File: src/rtl/pairing_host_if_if.sv
// Host-side bundle for pairing_host_if: command channel, operand input stream
// and result output stream. The host (or bench) uses the master modport and
// the loader uses the slave modport.
interface pairing_host_if_if #(
   parameter int unsigned DATA_W = 304,
   parameter int unsigned ADDR_W = 9
);
   logic              cmd_valid;
   logic              cmd_ready;
   logic [3:0]        cmd_func;
   logic [ADDR_W-1:0] cmd_ld_base;
   logic [ADDR_W:0]   cmd_ld_num;
   logic [ADDR_W-1:0] cmd_rd_base;
   logic [ADDR_W:0]   cmd_rd_num;
   logic              s_valid;
   logic              s_ready;
   logic [DATA_W-1:0] s_data;
   logic              m_valid;
   logic              m_ready;
   logic [DATA_W-1:0] m_data;

   modport master (
      output cmd_valid, cmd_func, cmd_ld_base, cmd_ld_num, cmd_rd_base, cmd_rd_num,
      output s_valid, s_data, m_ready,
      input  cmd_ready, s_ready, m_valid, m_data
   );

   modport slave (
      input  cmd_valid, cmd_func, cmd_ld_base, cmd_ld_num, cmd_rd_base, cmd_rd_num,
      input  s_valid, s_data, m_ready,
      output cmd_ready, s_ready, m_valid, m_data
   );
endinterface

File: src/rtl/pairing_host_if.sv
// Loader/unloader for the BN254 pairing core: takes one command, writes the
// operand words into core RAM, pulses run, waits for endflag, then streams the
// result words out through a credit-controlled FIFO.
// Optional watchdog on the WAIT state: define PAIRING_HOSTIF_WDT_EN.
module pairing_host_if #(
   parameter int unsigned DATA_W      = 304,
   parameter int unsigned ADDR_W      = 9,
   parameter int unsigned RD_LAT      = 2,
   parameter int unsigned OFIFO_DEPTH = 4,
   parameter int unsigned WDT_W       = 24
) (
   input  logic               clk,
   input  logic               rstn,
   pairing_host_if_if.slave   host,
   output logic               core_run,
   output logic [3:0]         core_n_func,
   output logic               core_swrst,
   output logic               core_extin_en,
   output logic [ADDR_W-1:0]  core_extin_addr,
   output logic [DATA_W-1:0]  core_extin_data,
   output logic [ADDR_W-1:0]  core_extout_addr,
   input  logic [DATA_W-1:0]  core_extout_data,
   input  logic               core_busy,
   input  logic               core_endflag,
   output logic               done,
   output logic               err
);

   localparam int unsigned CntW = $clog2(OFIFO_DEPTH + 1);
   localparam int unsigned PtrW = (OFIFO_DEPTH > 1) ? $clog2(OFIFO_DEPTH) : 1;

   typedef enum logic [2:0] {StIdle, StLoad, StStart, StWait, StDrain, StDone} state_e;

   state_e              state_q, state_d;
   logic [3:0]          func_q;
   logic [ADDR_W-1:0]   ld_base_q, rd_base_q;
   logic [ADDR_W:0]     ld_num_q, rd_num_q, ld_cnt_q, rd_cnt_q;
   logic                extin_en_q;
   logic [ADDR_W-1:0]   extin_addr_q, addr_hold_q, rd_addr;
   logic [DATA_W-1:0]   extin_data_q;
   logic [RD_LAT-1:0]   vld_q;
   logic [DATA_W-1:0]   fifo_q [OFIFO_DEPTH];
   logic [PtrW-1:0]     wr_ptr_q, rd_ptr_q;
   logic [CntW-1:0]     fcnt_q, outst;
   logic                accept, load_hs, issue, push, pop, wdt_fire, busy_unused;

   assign accept  = (state_q == StIdle) && host.cmd_valid;
   assign load_hs = host.s_valid && host.s_ready;
   assign rd_addr = rd_base_q + rd_cnt_q[ADDR_W-1:0];
   assign push    = vld_q[RD_LAT-1];
   assign pop     = host.m_valid && host.m_ready;
   assign busy_unused = core_busy;

   assign host.cmd_ready = (state_q == StIdle);
   assign host.s_ready   = (state_q == StLoad) && (ld_cnt_q < ld_num_q);
   assign host.m_valid   = (fcnt_q != '0);
   assign host.m_data    = fifo_q[rd_ptr_q];
   assign core_run       = (state_q == StStart);
   assign done           = (state_q == StDone);
   assign core_n_func    = func_q;
   assign core_extin_en  = extin_en_q;
   assign core_extin_addr = extin_addr_q;
   assign core_extin_data = extin_data_q;
   // The address goes out in the issue cycle so the data returns RD_LAT cycles later.
   assign core_extout_addr = issue ? rd_addr : addr_hold_q;

   // Reads in flight: the popcount of the latency pipe.
   always_comb begin
      outst = '0;
      for (int i = 0; i < RD_LAT; i++) outst = outst + CntW'(vld_q[i]);
   end

   // Issue only while in-flight plus stored words leave room in the FIFO.
   always_comb begin
      issue = (state_q == StDrain) && (rd_cnt_q < rd_num_q) &&
              (({1'b0, outst} + {1'b0, fcnt_q}) < (CntW + 1)'(OFIFO_DEPTH));
   end

   // Next-state logic for the job sequencer.
   always_comb begin
      state_d = state_q;
      unique case (state_q)
         StIdle:  if (accept) state_d = StLoad;
         StLoad:  if (ld_cnt_q == ld_num_q) state_d = StStart;
         StStart: state_d = StWait;
         StWait: begin
            if (core_endflag) state_d = StDrain;
            else if (wdt_fire) state_d = StDone;
         end
         StDrain: if ((rd_cnt_q == rd_num_q) && (vld_q == '0) && (fcnt_q == '0))
            state_d = StDone;
         StDone:  state_d = StIdle;
         default: state_d = StIdle;
      endcase
   end

   // State, command latches, load/read counters and the RAM write register.
   always_ff @(posedge clk or negedge rstn) begin
      if (!rstn) begin
         state_q      <= StIdle;
         func_q       <= '0;
         ld_base_q    <= '0;
         rd_base_q    <= '0;
         ld_num_q     <= '0;
         rd_num_q     <= '0;
         ld_cnt_q     <= '0;
         rd_cnt_q     <= '0;
         extin_en_q   <= 1'b0;
         extin_addr_q <= '0;
         extin_data_q <= '0;
         addr_hold_q  <= '0;
      end else begin
         state_q    <= state_d;
         extin_en_q <= load_hs;
         if (accept) begin
            func_q    <= host.cmd_func;
            ld_base_q <= host.cmd_ld_base;
            rd_base_q <= host.cmd_rd_base;
            ld_num_q  <= host.cmd_ld_num;
            rd_num_q  <= host.cmd_rd_num;
            ld_cnt_q  <= '0;
            rd_cnt_q  <= '0;
         end
         if (load_hs) begin
            extin_addr_q <= ld_base_q + ld_cnt_q[ADDR_W-1:0];
            extin_data_q <= host.s_data;
            ld_cnt_q     <= ld_cnt_q + 1'b1;
         end
         if (issue) begin
            addr_hold_q <= rd_addr;
            rd_cnt_q    <= rd_cnt_q + 1'b1;
         end
      end
   end

   // Read-latency pipe and output FIFO pointers/occupancy.
   always_ff @(posedge clk or negedge rstn) begin
      if (!rstn) begin
         vld_q    <= '0;
         wr_ptr_q <= '0;
         rd_ptr_q <= '0;
         fcnt_q   <= '0;
      end else begin
         vld_q  <= RD_LAT'({vld_q, issue});
         fcnt_q <= fcnt_q + CntW'(push) - CntW'(pop);
         if (push) wr_ptr_q <= (wr_ptr_q == PtrW'(OFIFO_DEPTH - 1)) ? '0 : wr_ptr_q + 1'b1;
         if (pop)  rd_ptr_q <= (rd_ptr_q == PtrW'(OFIFO_DEPTH - 1)) ? '0 : rd_ptr_q + 1'b1;
      end
   end

   // FIFO storage needs no reset; occupancy alone decides validity.
   always_ff @(posedge clk) begin
      if (push) fifo_q[wr_ptr_q] <= core_extout_data;
   end

`ifdef PAIRING_HOSTIF_WDT_EN
   logic [WDT_W-1:0] wdt_q;
   logic             err_q;

   assign wdt_fire   = (state_q == StWait) && !core_endflag && (&wdt_q);
   assign core_swrst = wdt_fire;
   assign err        = err_q;

   // Watchdog counts only in WAIT; it sits at zero elsewhere so entry restarts it.
   always_ff @(posedge clk or negedge rstn) begin
      if (!rstn) begin
         wdt_q <= '0;
         err_q <= 1'b0;
      end else begin
         wdt_q <= (state_q == StWait) ? wdt_q + 1'b1 : '0;
         if (accept) err_q <= 1'b0;
         else if (wdt_fire) err_q <= 1'b1;
      end
   end
`else
   assign wdt_fire   = 1'b0;
   assign core_swrst = 1'b0;
   assign err        = 1'b0;
`endif

endmodule

File: src/flat_wrapper.sv
// flat-port wrapper written by rule: the top's interface ports become plain ports
module pairing_host_if_flat 
#(
   parameter int unsigned DATA_W      = 304,
   parameter int unsigned ADDR_W      = 9,
   parameter int unsigned RD_LAT      = 2,
   parameter int unsigned OFIFO_DEPTH = 4,
   parameter int unsigned WDT_W       = 24
)
  (clk, rstn, core_run, core_n_func, core_swrst, core_extin_en, core_extin_addr, core_extin_data, core_extout_addr, core_extout_data, core_busy, core_endflag, done, err, host_cmd_valid, host_cmd_func, host_cmd_ld_base, host_cmd_ld_num, host_cmd_rd_base, host_cmd_rd_num, host_s_valid, host_s_data, host_m_ready, host_cmd_ready, host_s_ready, host_m_valid, host_m_data);
  pairing_host_if_if #(.DATA_W(DATA_W), .ADDR_W(ADDR_W)) host_i ();
  input  logic clk;
  input  logic rstn;
  output logic core_run;
  output logic [3:0] core_n_func;
  output logic core_swrst;
  output logic core_extin_en;
  output logic [ADDR_W-1:0] core_extin_addr;
  output logic [DATA_W-1:0] core_extin_data;
  output logic [ADDR_W-1:0] core_extout_addr;
  input  logic [DATA_W-1:0] core_extout_data;
  input  logic core_busy;
  input  logic core_endflag;
  output logic done;
  output logic err;
  input wire logic [$bits(host_i.cmd_valid)-1:0] host_cmd_valid;
  input wire logic [$bits(host_i.cmd_func)-1:0] host_cmd_func;
  input wire logic [$bits(host_i.cmd_ld_base)-1:0] host_cmd_ld_base;
  input wire logic [$bits(host_i.cmd_ld_num)-1:0] host_cmd_ld_num;
  input wire logic [$bits(host_i.cmd_rd_base)-1:0] host_cmd_rd_base;
  input wire logic [$bits(host_i.cmd_rd_num)-1:0] host_cmd_rd_num;
  input wire logic [$bits(host_i.s_valid)-1:0] host_s_valid;
  input wire logic [$bits(host_i.s_data)-1:0] host_s_data;
  input wire logic [$bits(host_i.m_ready)-1:0] host_m_ready;
  output wire logic [$bits(host_i.cmd_ready)-1:0] host_cmd_ready;
  output wire logic [$bits(host_i.s_ready)-1:0] host_s_ready;
  output wire logic [$bits(host_i.m_valid)-1:0] host_m_valid;
  output wire logic [$bits(host_i.m_data)-1:0] host_m_data;
  assign host_i.cmd_valid = host_cmd_valid;
  assign host_i.cmd_func = host_cmd_func;
  assign host_i.cmd_ld_base = host_cmd_ld_base;
  assign host_i.cmd_ld_num = host_cmd_ld_num;
  assign host_i.cmd_rd_base = host_cmd_rd_base;
  assign host_i.cmd_rd_num = host_cmd_rd_num;
  assign host_i.s_valid = host_s_valid;
  assign host_i.s_data = host_s_data;
  assign host_i.m_ready = host_m_ready;
  assign host_cmd_ready = host_i.cmd_ready;
  assign host_s_ready = host_i.s_ready;
  assign host_m_valid = host_i.m_valid;
  assign host_m_data = host_i.m_data;
  pairing_host_if #(.DATA_W(DATA_W), .ADDR_W(ADDR_W), .RD_LAT(RD_LAT), .OFIFO_DEPTH(OFIFO_DEPTH), .WDT_W(WDT_W)) u_core (.clk(clk), .rstn(rstn), .host(host_i), .core_run(core_run), .core_n_func(core_n_func), .core_swrst(core_swrst), .core_extin_en(core_extin_en), .core_extin_addr(core_extin_addr), .core_extin_data(core_extin_data), .core_extout_addr(core_extout_addr), .core_extout_data(core_extout_data), .core_busy(core_busy), .core_endflag(core_endflag), .done(done), .err(err));
endmodule
File: config.mk
export PLATFORM = sky130hd
export DESIGN_NAME = pairing_host_if_flat
export DESIGN_NICKNAME = d
export VERILOG_FILES = /design/src/rtl/pairing_host_if_if.sv /design/src/rtl/pairing_host_if.sv /design/src/flat_wrapper.sv
export SDC_FILE = /design/constraint.sdc
export NUM_CORES = 1
export LEC_CHECK = 0
export CAP_MARGIN = 20
export CORE_AREA = 4 4 496 498
export DETAILED_ROUTE_END_ITERATION = 10
export DIE_AREA = 0 0 500 502
export PLACE_DENSITY = 0.48
export RECOVER_POWER = 100
export SKIP_CTS_REPAIR_TIMING = 1
export SLEW_MARGIN = 20
export SYNTH_ARGS = -nofsm -noshare
export SYNTH_HDL_FRONTEND = slang
export SYNTH_SLANG_ARGS = --single-unit
File: constraint.sdc
create_clock -name clk -period 14.5 [get_ports clk]
set_input_delay 2.9 -clock clk [delete_from_list [all_inputs] [get_ports clk]]
set_output_delay 2.9 -clock clk [all_outputs]
set_load 0.05 [all_outputs]
==> summary.md <==
| Metric | Value |
|---|---|
| WL/cell | approximately 27 µm |
| GRT Overall Usage | 0.160 |
| CTS Sinks | 1613 |
| Ys flop type | edfxtp_1 |
| Seq/Total Area, Yosys | 0.758 |
| # nets final | between 4000 and 5000 |
| Setup TNS | 0 ns |
| Routed vias/inst | 4.30 |
| Final ANT Viol Nets | 0 |
| DR iter-0 viols | 1942 |
| Relative slew margins | -4.46 |
| Ranking of synthesized cells by area | edfxtp_1 60%, dfrtp_1 16%, mux4_2 11% |
| Fin. max-slew vios | 1205 |
| Slowest-stage cell, CP | clkbuf_1 |
| First-pass GRT wire length | 282000 µm |
| Outcome | finished, violations left |
| Synth Register Bits | 1613 |
| Syn avg cell area | 22.0 µm² |
| Area growth syn-to-layout | 35.4% |
| Worst-Skew Late Latency | 0.85 ns |
| Starting Density | 0.253 |
| Pin count of the biggest net entering global routing | 157 |
| Final min period | slightly above 10 ns |
| Chip Width | roughly 500 µm |
| Hold Path Class | flop to flop |
| Leakage | between 20 and 30 nW |
| Fillers | roughly 23000 |
| CP cell instances | buf_4 > buf_12 > clkbuf_1 > mux4_2 > dlygate4sd3_1 |
| Hold Vio Cnt, Final | 0 |
| Row cnt | between 150 and 200 |
| Yosys cell types | 56 |
| CTS tree | done |
| Synth Warn # | 0 |
| VDD IR max | 0.122 mV |
| Crit-path max FO | a little under 70 |
| Post-synth top cells | 1216 x edfxtp_1, 397 x dfrtp_1, 304 x mux4_2, 257 x mux2_4, 114 x nand2_1 |
| Die area | between 200000 and 300000 µm² |
| DRC | 0 |
| Root buf cell | clkbuf_16 |
| Clk_skew | 0.0730 ns |
| Num CTS Buffers | 183 |
| CTS Buffer Depth | 3 |
| Storage cell area | 46500 µm² |
| R2R Path Start | u_core.wr_ptr_q[0] |
| Peak Freq | 96.9 MHz |
| Share of cells above drive strength 1 | 0.151 |
| Clock-pin slew on the worst setup and hold paths | 0.06 ns |
| Post-synth top area share | 0.596 |
| Maxcap violations | 23 |
| Overflow after GRT | 0 |
| Worst hold path startpoint | u_core.vld_q[0] |
| Die Y | between 500 and 600 µm |
| Finished Cell Area | 83000 µm² |
| Top-count cell post-synth | edfxtp_1 |
| Crit Path Class | flop to primary output |
| Post-synth EDFFs | 1216 |
| WP data arrival | 7.42 ns |
| Least-Margin Pin Slew | 8.19 ns |
| Gate Count Post-Synth | 2781 |
| Reg2reg setup slack | 4.45 ns |
| IO buf count | 1291 |
| Cell area after synthesis | around 61000 µm² |
| Initial antenna violation count | 226 |
| Worst endpoint required time | 11.60 ns |
| Pwr per Cell Area | 219 nW/µm² |
| CORE AREA | 242000 µm² |
| Period utilization | 0.712 |
| Max stage delay on crit path | approximately 2.4 ns |
| Dpl hpwl | 151000 µm |
| Largest area contributor in the netlist | edfxtp_1 |
| CP Launch Type | flop |
| Vias in the first global route | 33900 |
| I/O Pins | about 1300 |
| Placed Area | just under 80000 µm² |
| Critical path startpoint | u_core.rd_ptr_q[0] |
| Vias post-DR | 32700 |
| Worst setup EP type | primary output |
| Placer congestion estimate | 0.782 |
| Final setup vio count | 0 |
| Htree depth | 4 |
| RSZ-0062 raised after global routing | no |
| First-pass DRT Iterations | 5 |
| WHS | 0.427 ns |
| Area used by multi-input combinational logic | 12900 µm² |
| Drt total wl | 208000 µm |
| Violated checks | capacitance limit, slew limit |
| Asr flop ratio synth | 0.246 |
-- layout by cell type, fill, tap and decap left out, types with 28 or more instances in the layout --
cell	Yosys	final
dfrtp_1	397	396
clkbuf_16	0	183
edfxtp_1	1216	1216
clkdlybuf4s50_1	0	351
diode_2	0	81
mux2_1	0	262
mux4_2	304	304
o21ai_0	31	31
nand2_1	114	115
ha_1	48	48
mux2_2	64	56
clkinv_1	0	32
clkbuf_1	39	71
dlygate4sd3_1	0	939
clkinv_2	0	28
inv_1	42	42
-- worst paths after layout --
| path | to | cells after the start |
|---|---|---|
| setup / recovery | host_m_data[245] | 5 |
| hold / removal | u_core.vld_q[1] | 0 |
| setup reg to reg | u_core.fifo_q[2][163] | 5 |
| hold reg to reg | u_core.vld_q[1] | 0 |
| max in group asynchronous | u_core.addr_hold_q[6] | 2 |
| min in group asynchronous | u_core.ld_num_q[8] | 1 |
-- where the power goes --
group          leakage [nW]  internal [mW]  switching (mW)  total, mW
registers              15.7           5.50           0.364       5.87
clock network          2.92           2.63            1.95       4.58
logic                  9.99           2.46            5.31       7.76
total                  28.6           10.6            7.62       18.2
-- critical path, delay by kind of cell (launching register included) --
kind,cells,cell delay (ns)
mux,1,0.65
buf+inv,4,4.64
flops,1,1.23
-- metal layers --
metal / global-route usage / vias to the layer above / part of all wire / routed length, µm
li1: - / 14100 / - / -
met4: 0.0541 / 86 / 0.034 / 7000
met5: 0 / - / 0.0024 / 506
met2: 0.272 / 1311 / 0.50 / 104000
met1: 0.171 / 16700 / 0.35 / 72800
met3: 0.0842 / 552 / 0.11 / 23600
-- kinds of logic (layout without fill, tap and decap cells) --
family / after synthesis / after routing / share of synthesized area
DFF: 1613 / 1613 / 0.758
muxes: 630 / 630 / 0.187
and+or+nand+nor: 206 / 206 / 0.0153
buffers and inverters: 165 / 1713 / 0.0160
AOI/OAI and AO/OA: 96 / 96 / 0.0104
adders and majority gates: 51 / 51 / 0.0108
xor gates and xnor gates: 19 / 19 / 0.00271
other: 1 / 83 / 0.0000612
-- registers in the layout, indices dropped and copies added, names as in the netlist, 4 cells and up --
| signal | cells |
|---|---|
| u_core.fifo_q | 1216 |
| u_core.core_extin_data | 304 |
| u_core.ld_cnt_q | 10 |
| u_core.ld_num_q | 10 |
| u_core.rd_cnt_q | 10 |
| u_core.rd_num_q | 10 |
| u_core.addr_hold_q | 9 |
| u_core.core_extin_addr | 9 |
| u_core.ld_base_q | 9 |
| u_core.rd_base_q | 9 |
| u_core.core_n_func | 4 |
-- per-stage QoR --
stage / util / setup WS (ns) / std cells / total power, mW
4_1_cts: 0.347 / 6.06 / 7532 / 19.3
6_report: 0.343 / 4.18 / 7613 / 18.2
2_1_floorplan: - / 6.30 / 2782 / 11.4
5_1_grt: 0.343 / 3.20 / 7574 / 19.0
3_3_place_gp: 0.322 / 6.99 / 7192 / 14.6
3_5_place_dp: 0.322 / 6.97 / 7193 / 14.6
-- area by class of cell --
| class | instances | area share |
|---|---|---|
| Antenna cell | 81 | 0.00244 |
| Tap cell | 3202 | 0.0482 |
| Clock buffer | 247 | 0.0596 |
| Clock inverter | 92 | 0.0131 |
| Sequential cell | 1613 | 0.559 |
| Timing Repair Buffer | 1331 | 0.159 |
| Inverter | 43 | 0.00214 |
| Multi-Input combinational cell | 1004 | 0.156 |
(Power assumes the default switching activity.)
